[src/rtl/masked_sbox_arbiter_pkg.sv]
// Shared constants and shadow-entry layout for the masked S-box arbiter.
package masked_sbox_arbiter_pkg;

  localparam int DEF_LATENCY = 3;
  localparam int DEF_TAG_W   = 4;
  localparam int BYTE_W      = 8;

  typedef struct packed {
    logic                 valid;
    logic                 port;
    logic [DEF_TAG_W-1:0] tag;
  } shadow_entry_t;

  localparam int SHADOW_W = $bits(shadow_entry_t);

endpackage

[src/rtl/sbox_tag_pipe.sv]
// Fixed-depth shadow pipeline: follows each S-box issue with its port/tag so
// results can be steered when they emerge. Never stalls.
module sbox_tag_pipe #(
  parameter int DEPTH = 3,
  parameter int WIDTH = 5
) (
  input  logic             clk,
  input  logic             rst,
  input  logic             in_valid,
  input  logic [WIDTH-1:0] in_data,
  output logic             out_valid,
  output logic [WIDTH-1:0] out_data,
  output logic             any_valid
);

  logic [DEPTH-1:0] vld_p;
  logic [WIDTH-1:0] data_p [DEPTH];

  // Valid bits are control and are cleared by reset; payload is not.
  always_ff @(posedge clk) begin
    if (rst) begin
      vld_p <= '0;
    end else begin
      vld_p[0] <= in_valid;
      for (int i = 1; i < DEPTH; i++) begin
        vld_p[i] <= vld_p[i-1];
      end
    end
  end

  always_ff @(posedge clk) begin
    data_p[0] <= in_data;
    for (int i = 1; i < DEPTH; i++) begin
      data_p[i] <= data_p[i-1];
    end
  end

  assign out_valid = vld_p[DEPTH-1];
  assign out_data  = data_p[DEPTH-1];
  assign any_valid = |vld_p;

endmodule

[src/rtl/masked_sbox_arbiter.sv]
// Round-robin arbiter sharing one masked S-box between two requesters; an
// issue needs fresh randomness, results return LATENCY cycles later.
module masked_sbox_arbiter
  import masked_sbox_arbiter_pkg::*;
#(
  parameter int LATENCY = DEF_LATENCY,
  parameter int TAG_W   = DEF_TAG_W
) (
  input  logic              clk,
  input  logic              rst,

  input  logic              req0_valid,
  output logic              req0_ready,
  input  logic [BYTE_W-1:0] req0_s0,
  input  logic [BYTE_W-1:0] req0_s1,
  input  logic [TAG_W-1:0]  req0_tag,

  input  logic              req1_valid,
  output logic              req1_ready,
  input  logic [BYTE_W-1:0] req1_s0,
  input  logic [BYTE_W-1:0] req1_s1,
  input  logic [TAG_W-1:0]  req1_tag,

  input  logic              fresh_valid,
  input  logic [BYTE_W-1:0] fresh,
  output logic              fresh_ack,

  output logic [BYTE_W-1:0] sbox_X_s0,
  output logic [BYTE_W-1:0] sbox_X_s1,
  output logic [BYTE_W-1:0] sbox_Fresh,
  input  logic [BYTE_W-1:0] sbox_Y_s0,
  input  logic [BYTE_W-1:0] sbox_Y_s1,

  output logic              rsp0_valid,
  output logic [BYTE_W-1:0] rsp0_s0,
  output logic [BYTE_W-1:0] rsp0_s1,
  output logic [TAG_W-1:0]  rsp0_tag,

  output logic              rsp1_valid,
  output logic [BYTE_W-1:0] rsp1_s0,
  output logic [BYTE_W-1:0] rsp1_s1,
  output logic [TAG_W-1:0]  rsp1_tag,

  output logic              busy
);

  localparam int PIPE_W = TAG_W + 1;

  logic              last_grant;
  logic              grant0;
  logic              grant1;
  logic              issue;
  logic [TAG_W-1:0]  issue_tag;
  logic [PIPE_W-1:0] issue_entry;
  logic              pipe_valid;
  logic [PIPE_W-1:0] pipe_data;
  logic              pipe_any;
  logic              out_port;
  logic [TAG_W-1:0]  out_tag;

  // Grants are forced low during reset so nothing leaks onto the S-box port.
  always_comb begin
    grant0 = 1'b0;
    grant1 = 1'b0;
    if (!rst && fresh_valid) begin
      if (req0_valid && req1_valid) begin
        grant0 = last_grant;
        grant1 = !last_grant;
      end else begin
        grant0 = req0_valid;
        grant1 = req1_valid;
      end
    end
  end

  assign issue = grant0 | grant1;

  // last_grant = 1 means port 1 won most recently, so port 0 wins the next tie.
  always_ff @(posedge clk) begin
    if (rst) begin
      last_grant <= 1'b1;
    end else if (issue) begin
      last_grant <= grant1;
    end
  end

  assign req0_ready = grant0;
  assign req1_ready = grant1;
  assign fresh_ack  = issue;

  always_comb begin
    sbox_X_s0  = '0;
    sbox_X_s1  = '0;
    sbox_Fresh = '0;
    issue_tag  = '0;
    if (grant0) begin
      sbox_X_s0  = req0_s0;
      sbox_X_s1  = req0_s1;
      sbox_Fresh = fresh;
      issue_tag  = req0_tag;
    end else if (grant1) begin
      sbox_X_s0  = req1_s0;
      sbox_X_s1  = req1_s1;
      sbox_Fresh = fresh;
      issue_tag  = req1_tag;
    end
  end

  assign issue_entry = {grant1, issue_tag};

  sbox_tag_pipe #(
    .DEPTH (LATENCY),
    .WIDTH (PIPE_W)
  ) u_tag_pipe (
    .clk       (clk),
    .rst       (rst),
    .in_valid  (issue),
    .in_data   (issue_entry),
    .out_valid (pipe_valid),
    .out_data  (pipe_data),
    .any_valid (pipe_any)
  );

  assign out_port = pipe_data[TAG_W];
  assign out_tag  = pipe_data[TAG_W-1:0];

  // Results are steered to the issuing port; idle response buses read zero.
  assign rsp0_valid = !rst && pipe_valid && !out_port;
  assign rsp1_valid = !rst && pipe_valid && out_port;
  assign rsp0_s0    = rsp0_valid ? sbox_Y_s0 : '0;
  assign rsp0_s1    = rsp0_valid ? sbox_Y_s1 : '0;
  assign rsp0_tag   = rsp0_valid ? out_tag : '0;
  assign rsp1_s0    = rsp1_valid ? sbox_Y_s0 : '0;
  assign rsp1_s1    = rsp1_valid ? sbox_Y_s1 : '0;
  assign rsp1_tag   = rsp1_valid ? out_tag : '0;

  assign busy = !rst && pipe_any;

endmodule

[config.mk]
export PLATFORM = sky130hd
export DESIGN_NAME = masked_sbox_arbiter
export DESIGN_NICKNAME = d
export VERILOG_FILES = /design/src/rtl/masked_sbox_arbiter_pkg.sv /design/src/rtl/sbox_tag_pipe.sv /design/src/rtl/masked_sbox_arbiter.sv
export SDC_FILE = /design/constraint.sdc
export NUM_CORES = 1
export LEC_CHECK = 0
export CAP_MARGIN = 20
export CORE_AREA = 3 3 53 55
export CTS_CLUSTER_SIZE = 12
export DETAILED_ROUTE_END_ITERATION = 8
export DIE_AREA = 0 0 56 58
export DONT_BUFFER_PORTS = 1
export PLACE_DENSITY = 0.55
export SYNTH_ARGS = -nofsm -noshare
export SYNTH_HDL_FRONTEND = slang
export SYNTH_HIERARCHICAL = 1
export SYNTH_SLANG_ARGS = --single-unit
[constraint.sdc]
create_clock -name clk -period 1.6 [get_ports clk]
set_input_delay 0.24 -clock clk [delete_from_list [all_inputs] [get_ports clk]]
set_output_delay 0.24 -clock clk [all_outputs]
set_load 0.005 [all_outputs]
**After elaboration in Yosys (flattened, before gate mapping)**

Memories as Yosys holds them, arrays and structs flattened.
Index checks and enable logic that the tools add are counted.

- Flip-flop bits (word level): 4
- Memory bits (writable): 15
- Bits of input ports: 69
- Output and inout port bits: 70
- Logic and storage cells: 32
- Memories: 1

Memories:

| memory | words | bits a word | read ports | clocked after memory_dff | wr ports | line | RTL |
|---|---|---|---|---|---|---|---|
| u_tag_pipe.data_p | 3 | 5 | 3 | 0 | 3 | sbox_tag_pipe.sv:17 | `logic [WIDTH-1:0] data_p [DEPTH];` |

- Multiplexer cells: 18
- Bitwise logic cells: 1
- Reductions and logical operators: 10

Operator list:

| kind | number |
|---|---|
| 8-bit two-way mux | 10 |
| 4-bit two-way mux | 4 |
| 1-bit logical AND | 6 |
| 1-bit two-way mux | 4 |
| 1-bit zero test | 3 |
| 3-bit OR reduction | 1 |
| 1-bit bitwise OR | 1 |

**Longest topological paths before layout**

Gate-level depths: netlist (run 1).

- Depth after elaboration: 5
- Mapped depth: 4
- Gate-level depth less buffers: 3

**By module**

The synthesis (run 1) kept the hierarchy.

Modules (own cells, without submodules):

| module | times used | cells an instance | area an instance (µm²) | sequential area each (µm²) |
|---|---|---|---|---|
| masked_sbox_arbiter | 1 | 89 | 653.1 | 20.0 |
| sbox_tag_pipe | 1 | 27 | 422.9 | 360.3 |

**Worst setup path before layout (run 1)**

Ideal clock, no wire load.

- Kind: reg2out
- Start: register last_grant
- End: output port sbox_X_s0[0]
- Data arrival time: 971 ps
- Data required time: 1360 ps
- Setup slack: 389 ps
- Cell stages (with the launch flop): 5
- Buffers on the path: 1
- Path through: dfxtp_1 > nand2b_1 > and3_2 > buf_6 > a22o_1

- Elaborated cells on any way between the ends: 7
- Those cells by class: mux: 6; reduce/logical: 1

RTL lines:

| item | line | RTL |
|---|---|---|
| from (decl) | masked_sbox_arbiter.sv:49 | `logic last_grant;` |
| from (signal assigned) | masked_sbox_arbiter.sv:83 | `last_grant <= grant1;` |
| 1-bit two-way mux | masked_sbox_arbiter.sv:66 | `if (req0_valid && req1_valid) begin` |
| 1-bit two-way mux | masked_sbox_arbiter.sv:65 | `if (!rst && fresh_valid) begin` |
| named net req0_ready | masked_sbox_arbiter.sv:13 | `output logic req0_ready,` |
| 8-bit two-way mux | masked_sbox_arbiter.sv:96 | `if (grant0) begin` |
| to (decl) | masked_sbox_arbiter.sv:28 | `output logic [BYTE_W-1:0] sbox_X_s0,` |

The timed path passes the listed nets, and every way through them passes these cells.

**Final worst setup path (run 1)**

- Start: register last_grant
- End: output port sbox_X_s1[3]

- Longest elaborated chain between the ends: 5
- Elaborated cells on any way between the ends: 7
- Those cells by class: mux: 6; reduce/logical: 1

RTL lines:

| item | line | RTL |
|---|---|---|
| 1-bit zero test | masked_sbox_arbiter.sv:68 | `grant1 = !last_grant;` |
| 1-bit two-way mux | masked_sbox_arbiter.sv:66 |  |
| 1-bit two-way mux | masked_sbox_arbiter.sv:65 |  |
| named net req1_ready | masked_sbox_arbiter.sv:19 | `output logic req1_ready,` |
| 8-bit two-way mux | masked_sbox_arbiter.sv:101 | `end else if (grant1) begin` |
| 8-bit two-way mux | masked_sbox_arbiter.sv:96 |  |
| to (decl) | masked_sbox_arbiter.sv:29 | `output logic [BYTE_W-1:0] sbox_X_s1,` |

The timed path passes the listed nets, and every way through them passes these cells.

==> flow_metrics.tcl, run 1 <==
set metrics [dict create \
    outcome "complete, no violations" \
    place_inst 134 \
    drc 0 \
    fin_util_pct 44.1 \
    synth_cell_types 22 \
    synthTopCellsByArea "dfxtp_1 35%, and2_1 28%, a22o_1 15%" \
    crit_path_max_fanout 22 \
    syn-num-nets 185 \
    cts_tree "done" \
    area_growth_pct -0.233 \
    grt_pass1_wl_microns 3250 \
    num_rows 18 \
    avgSynthCellArea_sq_um 9.28 \
    max_freq_mhz 684 \
    met1_usage_pct 14.4 \
    start_util_pct 44.2 \
    ioPinCount 139 \
    slew_viol_final 0 \
    antenna_found_initial 0 \
    ys.warnings.count 6 \
    slowest_stage "dfxtp_2" \
    die_y_microns 58 \
    clk_latency_ns 0.28 \
    dr.pass1.iters 2 \
    fp.dieW_microns 56 \
    endpoint_kind "primary output" \
    fillers 255 \
    wl_microns 2430 \
    ys_seq_area_share_pct 35.3 \
    rsz0062_at_grt "false" \
    synth_top_area_share_pct 35.3 \
    setup_viol 0 \
    fin_crit_ns 1.46 \
    grt_pass1_vias 723 \
    track_usage_pct 12.3 \
    crit_arrival_ns 1.22 \
    fin_tns_setup_ns 0 \
    fin_hold_ws_ns 0.0552 \
    clkSinkCount 19 \
    finalWeightedCongestion 0.703 \
    clockBufferDepth 2 \
    instances_no_fill 140 \
    coreArea_sq_um 2430 \
    final_antenna_net_count 0 \
    skew_ns 0.00131 \
    required_ns 1.36 \
    tightestPinTransition_ns 0.266 \
    htree_num_levels 1 \
    min_path_type "primary input to flop" \
    cap_violations 0 \
    cp-start-kind "flop" \
    worst_ir_drop_vdd_v 0.000374 \
    cp_slowest_stage_delay_ns 0.34 \
    synth_top_cell_by_area "dfxtp_1" \
    hold_violations 0 \
    cts_buffers 3 \
    cp_cell_sequence "nand2_1 -> and3_4 -> a22o_1" \
    maxSlewHeadroom_pct 82.2 \
    synth_seq_cells 19 \
    fin_crit_sh_pct 91.4 \
    wl_per_cell_microns 17.4 \
    drive_above_1_share_pct 12.7 \
    grt_max_degree 23 \
    regArea_sq_um 382 \
    grt_overflow 0 \
    root_buffer "clkbuf_4" \
    antennaDiodeCount 0 \
    portBuffers 0 \
    clkTransAtPathRegs_ns 0.10 \
    multi_input_area_sq_um 609 \
    routed_via_density 5.89 \
    post_cts.repair.setup_buffers 0 \
    num_vias 824 \
    p_leak_nw 0.452 \
    drt_iter0_drc 29 \
    busiest_layer "met2" \
    grt_use_met3_pct 1.56 \
    met2_usage_pct 21.7 \
    netlist_instances 116 \
    syn_area_sq_um 1080 \
    fin_nets 180 \
    dieArea_sq_um 3250 \
    p_per_area_nw_per_um2 743 \
    path_class "flop to primary output" \
]
-- registers in the layout, indices dropped and copies added, names as in the netlist --
register,count
last_grant,1
u_tag_pipe/data_p,15
u_tag_pipe/vld_p,3
-- report_power, final --
group	switching [mW]	total [mW]	leakage, nW	internal [mW]
Clock	0.134	0.227	0.0177	0.0928
Combinational	0.0350	0.0719	0.280	0.0368
Sequential	0.00655	0.499	0.155	0.493
-- critical path, delay by kind of cell (launching register included) --
family,cells,cell delay (ns)
and+or+nand+nor,2,0.38
DFF,1,0.34
AOI/OAI and AO/OA,1,0.21
-- cells by family after synthesis --
family	after synthesis	share of synthesized area (%)
AOI/OAI and AO/OA	23	18.1
buffers and inverters	13	9.42
and+or+nand+nor	61	37.1
DFF	19	35.3
-- through the flow --
| stage | cell area [sq um] | power (mW) | setup slack [ns] |
|---|---|---|---|
| 6_report | 1070 | 0.798 | 0.138 |
| 3_3_place_gp | 1020 | 0.575 | 0.327 |
| 5_1_grt | 1070 | 0.845 | 0.0311 |
| 2_1_floorplan | 1080 | 0.580 | 0.389 |
| 4_1_cts | 1060 | 0.816 | 0.0353 |
| 3_5_place_dp | 1020 | 0.577 | 0.266 |
-- path summary, 6_finish.rpt --
path                                               from                  endpoint  slack [ns]  depth (start not counted)
worst max-delay path                         last_grant              sbox_X_s1[3]        0.14                          3
worst min-delay path                                rst                last_grant        0.06                          1
worst max register to register               last_grant   u_tag_pipe/data_p[0][2]        0.61                          3
worst min register to register  u_tag_pipe/data_p[0][5]  u_tag_pipe/data_p[0][10]        0.33                          0
-- routing by layer --
layer  wire length (microns)  part of all wire [%]
met3                     353                    15
met1                     797                    33
met4                      19                  0.78
met2                    1270                    52
met5                       0                     0
-- Yosys cell counts --
library cell  count
and2b_1           1
buf_2             3
buf_4             5
or3_1             1
a22o_1           19
buf_6             4
nor2b_1           3
a22o_2            1
and3_2            1
nand2_1           1
or2_2             1
a21oi_1           1
and3_4            1
a31oi_1           1
dfxtp_1          19
clkbuf_1          1
nand2b_1          1
nor3b_2           1
o21a_1            1
nor2b_2           1
and3b_2           1
and2_1           48
-- placed cells by master (no fill, tap or decap) --
cell type	count
and2_1	48
a22o_1	19
dfxtp_1	18
and3_4	3
clkbuf_4	3
nor2b_1	3
nand2_1	1
nor2b_2	1
o21a_1	1
nand2b_1	1
and3b_2	1
nor3b_2	1
and2b_1	1
a22o_2	1
a21oi_1	1
a31oi_1	1
or2_2	1
clkinv_2	1
dfxtp_2	1
buf_4	1
or3_1	1
dlygate4sd3_1	1
-- what timing repair did --
action                     CTS  global route
hold endpoints to repair     3             0
gates resized for setup      1             2
hold buffers                 1             0
pin swaps                    0             1
gates cloned                 0             1
setup endpoints to repair   16            16
-- cell type report --
class                   instances  share of cell area [%]
clock inverters                 1                   0.466
flip-flops and latches         19                    35.5
well taps                      30                    3.50
clock buffers                   3                    2.10
multi-input cells              85                    56.8
repair buffers                  2                    1.63
(Power assumes the default switching activity.)
==> run 2: changes to the inputs <==
==> constraint.sdc (replaced) <==
create_clock -name clk -period 1.8 [get_ports clk]
set_input_delay 0.27 -clock clk [delete_from_list [all_inputs] [get_ports clk]]
set_output_delay 0.27 -clock clk [all_outputs]
set_load 0.005 [all_outputs]
==> flow_metrics.tcl, run 2 (synthesized netlist as in run 1, its figures left out) <==
set metrics [dict create \
    outcome "complete, no violations" \
    rsz0062_at_grt "false" \
    cts_tree "done" \
    fp.dieW_microns 56 \
    clkTransAtPathRegs_ns 0.10 \
    ioPinCount 139 \
    fin_crit_sh_pct 93.9 \
    fin_nets 178 \
    fillers 248 \
    htree_num_levels 1 \
    clockBufferDepth 2 \
    final_antenna_net_count 0 \
    max_freq_mhz 591 \
    track_usage_pct 12.0 \
    grt_pass1_vias 712 \
    postCtsHoldBufs 0 \
    crit_path_max_fanout 21 \
    die_y_microns 58 \
    cts_buffers 3 \
    required_ns 1.53 \
    hold_violations 0 \
    portBuffers 0 \
    antennaDiodeCount 0 \
    clk_latency_ns 0.28 \
    p_per_area_nw_per_um2 670 \
    final_common_cell "and2_1" \
    place_inst 134 \
    drc 0 \
    cp-start-kind "flop" \
    wl_met2_microns 1220 \
    multi_input_area_sq_um 594 \
    area_growth_pct -2.67 \
    fin_crit_ns 1.69 \
    finalWeightedCongestion 0.703 \
    drive_above_1_share_pct 11.1 \
    slew_viol_final 0 \
    skew_ns 0.00169 \
    grt_overflow 0 \
    grt_pass1_wl_microns 3180 \
    min_path_type "primary input to flop" \
    wl_per_cell_microns 16.8 \
    num_rows 18 \
    routed-wl-met3_microns 355 \
    maxSlewHeadroom_pct 76.5 \
    largest_reg_flops 15 \
    top_layer_used "met4" \
    tightestPinTransition_ns 0.353 \
    regMostFlops "u_tag_pipe/data_p" \
    post_cts_resized 0 \
    start_util_pct 44.2 \
    coreArea_sq_um 2430 \
    routed_via_density 5.86 \
    clkSinkCount 19 \
    dieArea_sq_um 3250 \
    crit_arrival_ns 1.42 \
    regArea_sq_um 380 \
    largestRegisters "u_tag_pipe/data_p x15, u_tag_pipe/vld_p x3, last_grant x1" \
    antenna_found_initial 0 \
    endpoint_kind "primary output" \
    root_buffer "clkbuf_4" \
    drt_iter0_drc 43 \
    most-common-layout-cells "48 x and2_1, 19 x a22o_1, 19 x dfxtp_1, 3 x clkbuf_4, 3 x nor2b_1" \
    dr.pass1.iters 4 \
    setup_viol 0 \
    grt_max_degree 23 \
    p_leak_nw 0.445 \
    path_class "flop to primary output" \
    fin_tns_setup_ns 0 \
    met1_length_microns 720 \
    cap_violations 0 \
    worst_ir_drop_vdd_v 0.000360 \
    wl_microns 2320 \
    num_vias 809 \
    post_cts.repair.setup_buffers 0 \
    instances_no_fill 138 \
]
run 2: critical path: stages (launching register included):
cell and delay [ns]:
dfxtp_1 0.38, nand2b_1 0.12, and3_2 0.42, a22o_1 0.22
run 2: metrics by stage:
stage | total power [mW] | setup slack [ns] | util [%] | hold slack, ns | cell area [sq um]
after global routing | 0.738 | 0.00427 | 43.1 | 0.0292 | 1050
final | 0.702 | 0.109 | 43.1 | 0.0410 | 1050
after CTS | 0.716 | 0.0717 | 43.1 | 0.0283 | 1050
after detailed placement | 0.512 | 0.417 | 41.9 | 0.312 | 1020
after floorplan | 0.516 | 0.559 | - | 0.310 | 1080
after global placement | 0.511 | 0.497 | 41.9 | 0.313 | 1020
run 2: layer usage:
| layer | up-vias | GRT usage, % |
|---|---|---|
| li1 | 370 | - |
| met1 | 352 | 13.0 |
| met2 | 85 | 22.0 |
| met3 | 2 | 2.00 |
| met4 | 0 | 7.12 |
| met5 | - | 0 |
run 2: report_power, final:
part	switching [mW]	total, mW	internal, mW
combinational	0.0284	0.0576	0.0292
sequential	0.00584	0.443	0.438
clock	0.118	0.201	0.0824
run 2: worst paths after layout:
check	from	end	slack [ns]	depth (start not counted)
min	rst	u_tag_pipe/vld_p[0]	0.04	1
max reg2reg	last_grant	u_tag_pipe/data_p[0][2]	0.64	3
max	last_grant	sbox_X_s1[3]	0.11	3
min reg2reg	u_tag_pipe/data_p[0][5]	u_tag_pipe/data_p[0][10]	0.34	0
run 2: area by class of cell:
type / count / share of cell area, %
sequential: 19 / 36.3
clock inverter: 1 / 0.478
timing repair buffer: 1 / 0.717
multi-input combinational: 84 / 56.8
tap: 30 / 3.58
clock buffer: 3 / 2.15
